<file path="config.mk">
export PLATFORM = sky130hd
export DESIGN_NAME = fifo_stream_reader
export DESIGN_NICKNAME = d
export VERILOG_FILES = /design/src/rtl/fifo_stream_reader.sv
export SDC_FILE = /design/constraint.sdc
export NUM_CORES = 1
export LEC_CHECK = 0
export CORE_ASPECT_RATIO = 0.5
export CORE_MARGIN = 3
export CORE_UTILIZATION = 35
export DETAILED_ROUTE_END_ITERATION = 8
export SYNTH_ARGS = -nofsm -noshare
export SYNTH_HDL_FRONTEND = slang
export SYNTH_SLANG_ARGS = --single-unit
</file>
<file path="constraint.sdc">
create_clock -name clk -period 5 [get_ports clk]
set_clock_uncertainty 0.1 [all_clocks]
set_input_delay 0.75 -clock clk [delete_from_list [all_inputs] [get_ports clk]]
set_output_delay 0.75 -clock clk [all_outputs]
set_load 0.02 [all_outputs]
</file>
<file path="src/rtl/fifo_stream_reader.sv">
// fifo_stream_reader: read-side engine for a synchronous data FIFO with a
// fixed read latency. Words are popped while credit exists, landed in a
// small skid buffer, and presented downstream as a valid/ready stream.
//
// Handshake: a beat transfers on any rising clk edge where m_tvalid and
// m_tready are both high. Once m_tvalid is raised it stays high, and m_tdata
// stays unchanged, until that transfer happens. m_tvalid never depends on
// m_tready.
module fifo_stream_reader #(
  parameter int DATA_WIDTH   = 32,
  parameter int READ_LATENCY = 2,
  parameter int BUF_DEPTH    = 4
) (
  input  logic                  clk,
  input  logic                  rst,
  input  logic                  fifo_empty,
  input  logic [DATA_WIDTH-1:0] fifo_dout,
  output logic                  fifo_re,
  output logic [DATA_WIDTH-1:0] m_tdata,
  output logic                  m_tvalid,
  input  logic                  m_tready,
  output logic                  idle
);

  localparam int PW = (BUF_DEPTH > 1) ? $clog2(BUF_DEPTH) : 1;
  // Wide enough for count + inflight even if the credit check were broken.
  localparam int CW = $clog2(BUF_DEPTH + READ_LATENCY + 1);

  logic [READ_LATENCY-1:0] rd_pipe;
  logic [CW-1:0]           count;
  logic [CW-1:0]           inflight;
  logic [PW-1:0]           wr_ptr;
  logic [PW-1:0]           rd_ptr;
  logic [DATA_WIDTH-1:0]   buf_mem [BUF_DEPTH];
  logic                    capture;
  logic                    pop;

  // Number of reads issued whose data has not yet landed in the buffer.
  always_comb begin
    inflight = '0;
    for (int i = 0; i < READ_LATENCY; i++) begin
      inflight = inflight + CW'(rd_pipe[i]);
    end
  end

  // Issue only from registered state, so a word always has a slot to land in.
  assign fifo_re  = !rst && !fifo_empty && ((count + inflight) < CW'(BUF_DEPTH));
  assign capture  = rd_pipe[READ_LATENCY-1];
  assign m_tvalid = (count != '0);
  assign pop      = m_tvalid && m_tready;
  assign m_tdata  = buf_mem[rd_ptr];
  assign idle     = (count == '0) && (inflight == '0);

  // Read-valid pipeline: tracks each issued read until its data appears.
  always_ff @(posedge clk) begin
    if (rst) begin
      rd_pipe <= '0;
    end else begin
      rd_pipe <= (rd_pipe << 1) | READ_LATENCY'(fifo_re);
    end
  end

  // Skid-buffer storage: land returning words at the write pointer.
  always_ff @(posedge clk) begin
    if (rst) begin
      for (int i = 0; i < BUF_DEPTH; i++) begin
        buf_mem[i] <= '0;
      end
    end else if (capture) begin
      buf_mem[wr_ptr] <= fifo_dout;
    end
  end

  // Pointers and occupancy; capture and pop in the same cycle cancel out.
  always_ff @(posedge clk) begin
    if (rst) begin
      wr_ptr <= '0;
      rd_ptr <= '0;
      count  <= '0;
    end else begin
      if (capture) wr_ptr <= wr_ptr + 1'b1;
      if (pop)     rd_ptr <= rd_ptr + 1'b1;
      case ({capture, pop})
        2'b10:   count <= count + 1'b1;
        2'b01:   count <= count - 1'b1;
        default: count <= count;
      endcase
    end
  end

  // Credit invariants: outstanding words never exceed the buffer size.
  a_no_overflow: assert property (@(posedge clk) disable iff (rst)
    !(capture && !pop && (count == CW'(BUF_DEPTH))));
  a_credit: assert property (@(posedge clk) disable iff (rst)
    (count + inflight) <= CW'(BUF_DEPTH));

endmodule

</file>
==> flow_summary_export.csv <==
group,metric,value,unit
status,outcome,"finished, final reports clean",
cells_and_area,drive_gt1_share,28.5,%
floorplanning,dieArea,19400,um^2
route,first_pass_iters,4,
synth,avgSynthCellArea,15.4,um^2
worst_hold_path,hold_end,"rd_pipe[1]",
power,intPower,2450,uW
power,total_power,3310,uW
place,post-place-ws,1.75,ns
synth,syn-num-nets,444,
setup_path,rr_endpoint,"buf_mem[2][19]",
worst_hold_path,min_from,"rd_pipe[0]",
route,drt_iter0_drc,230,
route,drc,0,
synth,syn-instance-count,403,
setup_path,r2r_slack,2.43,ns
clocking,htreeDepth,4,
power,leakage,0.00302,uW
global_route,grt_max_degree,34,
worst_hold_path,hold_path_class,"register to register",
synth,syn_area,6190,um^2
floorplanning,num_rows,33,
setup_path,critPathKind,"register to output pin",
setup_path,critPathArrivalTime,2.70,ns
floorplanning,dieHeight,100,um
synth,yosysSeqAreaShare,65.6,%
floorplanning,io_pins,71,
route,wl_per_cell,17.1,um
route,via_per_inst,4.58,
sta,setup_ws,1.45,ns
global_route,grt_antenna_before_repair,0,
clocking,clk_pin_slew,0.06,ns
setup_path,r2r_cells,3,
floorplanning,initial_core_util,36.7,%
route,met1_length,5460,um
clocking,clock_latency,0.41,ns
clocking,post-cts-setup-buffer-count,0,
sta,hold_viol,0,
clocking,numClockSinks,139,
synth,yosysWarnings,0,
sta,slew_headroom,31.5,%
power,power_switching,856,uW
route,topRoutingLayerUsed,"met4",
sta,fin_crit,3.55,ns
clocking,cts_buffers,17,
route,antenna_left,0,
setup_path,cp-end-kind,"output pin",
place,placed_area,7080,um^2
global_route,track_usage,13.3,%
cells_and_area,num_antenna_cells,0,
cells_and_area,final_area,7680,um^2
setup_path,required,4.15,ns
cells_and_area,synthToLayoutAreaGrowth,24.0,%
clocking,holdBufCountCts,0,
power,switching_share,25.9,%
synth,synth.distinct_cells,28,
global_route,grt_pass1_vias,3557,
sta,setup_viol,0,
clocking,post_cts_resized,0,
power,power_frac_seq,42.3,%
sta,whs,0.360,ns
sta,drv_slew,0,
sta,rsz0062_at_grt,"false",
power,ir_drop,0.264,mV
sta,setup_tns,0,ns
setup_path,crit_path_max_fanout,17,
floorplanning,die_w,194,um
clocking,cts_buffer_depth,2,
route,wl_met2,6090,um
route,via_count,3275,
sta,post-route-period-util,71.0,%
sta,worst_pin_slew,1.03,ns
global_route,grt_pass1_wl,19500,um
sta,max_freq,0.282,GHz
setup_path,r2r_start,"wr_ptr[1]",
setup_path,critPathLaunchType,"register",
run,drv_cap,0,
power,powerDensity,431,nW/um^2
place,gp_congestion,0.696,
route,wl_met3,603,um
place,dp_hpwl,7190,um
cells_and_area,nNetsFinal,516,
worst_hold_path,whs_path_depth,2,
floorplanning,core-area,16800,um^2
power,combPwrFrac,19.4,%
clocking,cts_root_buf,"clkbuf_16",
route,routed_wl,12200,um
global_route,grt_overflow,0,
clocking,cts_tree,"done",
power,p_clk_share,38.3,%
place,portBuffers,70,
synth,synth_seq_cells,139,
[power by group through the flow]
stage | Combinational [uW] | Sequential [uW] | Clock, uW
2_1_floorplan | 454 | 1380 | 0
3_5_place_dp | 655 | 1430 | 0
5_1_grt | 690 | 1420 | 1340
3_3_place_gp | 651 | 1430 | 0
6_report | 640 | 1400 | 1270
4_1_cts | 657 | 1400 | 1290
[layout by cell type, fill, tap and decap left out, types with 6 or more instances in the layout]
master           count
clkdlybuf4s50_1     70
inv_1               39
nand2_4             30
dfxtp_1              9
mux4_2              32
nor2_2              29
edfxtp_1           128
buf_4                6
nor2_1              75
clkbuf_16           17
[registers in the layout, indices dropped and copies added (netlist names), named ones only]
signal and cells:
buf_mem 128, count 3, rd_pipe 2, rd_ptr 2, wr_ptr 2
[kinds of logic (layout without fill, tap and decap cells)]
| group | after synthesis | count (layout) | synth area share, % |
|---|---|---|---|
| mux | 32 | 32 | 11.6 |
| fa+ha+maj | 5 | 5 | 1.13 |
| flops | 139 | 139 | 65.6 |
| compound gates | 11 | 11 | 1.13 |
| xor+xnor | 6 | 6 | 0.849 |
| buf+inv | 62 | 147 | 5.44 |
| simple gates | 148 | 148 | 14.2 |
[how the worst max path moves through the flow]
stage                           endpoint  slack (ns)  depth (start not counted)
final                        m_tdata[11]        1.45                          3
after global routing          m_tdata[0]        1.22                          3
after CTS                    m_tdata[11]        1.32                          3
after detailed placement  buf_mem[2][12]        1.75                          5
after global placement           fifo_re        1.74                          3
after floorplan            buf_mem[0][0]        2.25                          3
[synthesized netlist by cell type (all sizes together)]
master	count	area [um^2]
a21oi	3	15.0
o21bai	3	22.5
clkbuf	1	3.75
o31ai	1	7.51
inv	39	146
xor2	4	35.0
dfxtp	11	220
edfxtp	128	3840
nand2b	2	12.5
a31oi	1	6.26
or3	2	12.5
o21ai	2	10.0
or2	1	6.26
ha	4	50.1
buf	22	186
mux4	32	721
fa	1	20.0
and2	1	6.26
xnor2	2	17.5
a31o	1	8.76
nor2b	1	8.76
nor3	3	15.0
nand2	34	353
nor2	104	463
[critical path: stages, from the launching register on]
cell	delay, ns
dfxtp_2	0.71
buf_4	0.44
mux4_2	0.56
clkdlybuf4s50_1	0.55
[layout make-up]
class	instances	area, um^2
inverter	39	146
timing repair buffer	76	746
clock buffer	17	425
sequential	139	4070
fill	1499	9170
multi-input combinational	202	1830
clock inverter	15	175
tap	227	284
[routing by layer]
metal	vias to the layer above	GRT usage (%)
met4	0	3.97
met2	82	22.1
met3	7	3.12
met1	1625	17.7
met5	-	0
li1	1561	-
[through the flow]
step | instances | utilization, %
final | 715 | 45.6
after detailed placement | 683 | 42.0
after global routing | 715 | 45.6
after floorplan | 403 | -
after CTS | 715 | 45.6
after global placement | 683 | 42.0
(Power assumes the default switching activity.)
==> RTL change, RTL diff (same settings) <==
Set the parameter `BUF_DEPTH` to 8 (it was 4).
--- a/src/rtl/fifo_stream_reader.sv
+++ b/src/rtl/fifo_stream_reader.sv
@@ -11,3 +11,3 @@
   parameter int READ_LATENCY = 2,
-  parameter int BUF_DEPTH    = 4
+  parameter int BUF_DEPTH    = 8
 ) (
Formal check against the unedited RTL: not equivalent (a bounded check fails within 10 cycles, from zero or initial values and one cycle with rst high).
==> RTL change against the original RTL <==
Routed wire length up 120%; count of clock-buffer cells in the layout grew 16; setup slack got worse by 450 ps; sequential cell count increased by 132; power is 75% higher; design area increased by 86%; via count rose by 90%; sequential power is 94% higher; die area is 92% higher; synthesized cell count increased by 86%; maximum frequency is 11% lower; register-to-register slack got worse by 210 ps; synthesized area up 97%.
==> RTL change: results (changes against the original RTL) <==
stage,metric,value,unit,change
synth,mux contribution to synthesized area,15.5,%,+3.8 points
timing,final worst path period share,80.1,%,+9.1 points
global_routing,Tot GR Track Use,14.5,%,+1.2 points
power_and_ir_drop,Internal Pwr Total,4.35,mW,+78%
drt,wire per inst,20.5,um,+20%
synth,syn nets,792,,+78%
timing,relative slew slack,25.7,%,-5.8 points
synth,"EDFF count, synth",256,,+100%
synth,"Seq/Total Area, Yosys",65.5,%,-0.16 points
finish,Fillers,2937,,+96%
critical_path,worst r2r src,wr_ptr[0]$_SDFFE_PP0P_,,
synth,XOR/XNOR share of the synthesized area,0.574,%,-0.27 points
drt,wire length on met2,12700,um,+110%
clocking,H-tree levels,1,,-3
global_routing,grt met2 use,23.3,%,+1.2 points
clocking,Num CTS Buffers,27,,+10
critical_path,end of the critical path,m_tdata[30],,
finish,share of layout cells above drive strength 1,17.8,%,-11 points
drt,drt pass-1 iters,7,,+3
synth,Area contributors post-synth,"edfxtp_1 (63%), and2_1 (13%), mux4_2 (9.0%)",,
critical_path,reg-to-reg endpoint,buf_mem[1][6]$_SDFFCE_PN0P_,,
global_routing,first-pass GRT wire length,41500,um,+110%
place,DP Worst Slack,1150,ps,-597 ps
run_status,status,"complete, no violations",,
synth,synth unique cells,33,,+18%
clocking,CTS max path bufs,3,,+1
critical_path,"Arr. time, crit path",3160,ps,+460 ps
synth,Synth Area in Adders,0.821,%,-0.31 points
synth,synth cell count leaders,"and2_1 (256), edfxtp_1 (256), mux4_2 (49), mux2_2 (33), clkbuf_1 (24)",,
drt,via/cell ratio,4.80,,+4.7%
drt,wl on met1,11900,um,+120%
finish,top flop regs,"buf_mem (256), count (4)",,
drt,Top Metal Used,met5,,
critical_path,Register-to-Register Path Depth,4,,+1
finish,Post-layout nets,858,,+66%
power_and_ir_drop,Worst VDD drop,0.250,mV,-5.5%
place,DP Wirelength,14400,um,+100%
place,Final Wtd Congestion,0.705,,+1.4%
synth,cell count after synthesis,748,,+86%
global_routing,GR met1 Demand/Resource,20.5,%,+2.7 points
min_path,Hold EP,rd_pipe[1]$_SDFF_PP0_,,
clocking,clock insertion delay at the later pin of the skew report,550,ps,+140 ps
place,area post-placement,13400,um2,+89%
drt,DR iter-0 viols,503,,+120%
global_routing,vias in the first global route,6842,,+92%
synth,compound-cell area share of the yosys netlist,0.359,%,-0.77 points
global_routing,pin count of the biggest net entering global routing,38,,+12%
min_path,worst min-delay path class,register to register,,
drt,met3 wire len,1550,um,+160%
power_and_ir_drop,Leak,5.09,nW,+69%
critical_path,crit path kind,register to primary output,,
timing,WHS,371,ps,+11.0 ps
critical_path,largest fanout on the critical path,37,,+20
global_routing,GRT met3 Usage,2.60,%,-0.52 points
finish,design area,14300,um2,+86%
global_routing,initial antenna violation count,1,,+1
finish,Layout Cells excl Fill,1300,,+82%
clocking,Worst-path clk slew,60,ps,about the same
## RTL change: final cells by class
class	instances	area share [%]
clock inverters	17	1.34
clock buffers	33	4.88
repair buffers	83	5.76
flip-flops and latches	271	55.9
multi-input cells	427	27.9
well taps	465	4.07
inverters	4	0.105
## RTL change: kinds of logic (layout without fill, tap and decap cells)
family | count (synthesis) | count (layout)
adder cells (fa/ha/maj) | 8 | 8
AO/OA/AOI/OAI | 8 | 8
buffers and inverters | 50 | 137
multiplexers | 99 | 99
AND/OR/NAND/NOR | 304 | 304
XOR/XNOR | 8 | 8
flip-flops | 271 | 271
## RTL change: power by group through the flow
stage	clock network, mW	registers [mW]	logic [mW]
2_1_floorplan	0	2.65	0.789
4_1_cts	2.11	2.72	1.05
3_3_place_gp	0	2.76	1.04
6_report	2.07	2.71	1.02
3_5_place_dp	0	2.77	1.05
5_1_grt	2.20	2.73	1.10
## RTL change: critical path: stages, from the launching register on
cell and delay [ps]:
dfxtp_4 830, buf_4 370, mux4_1 570, mux2_2 270, clkdlybuf4s50_1 540
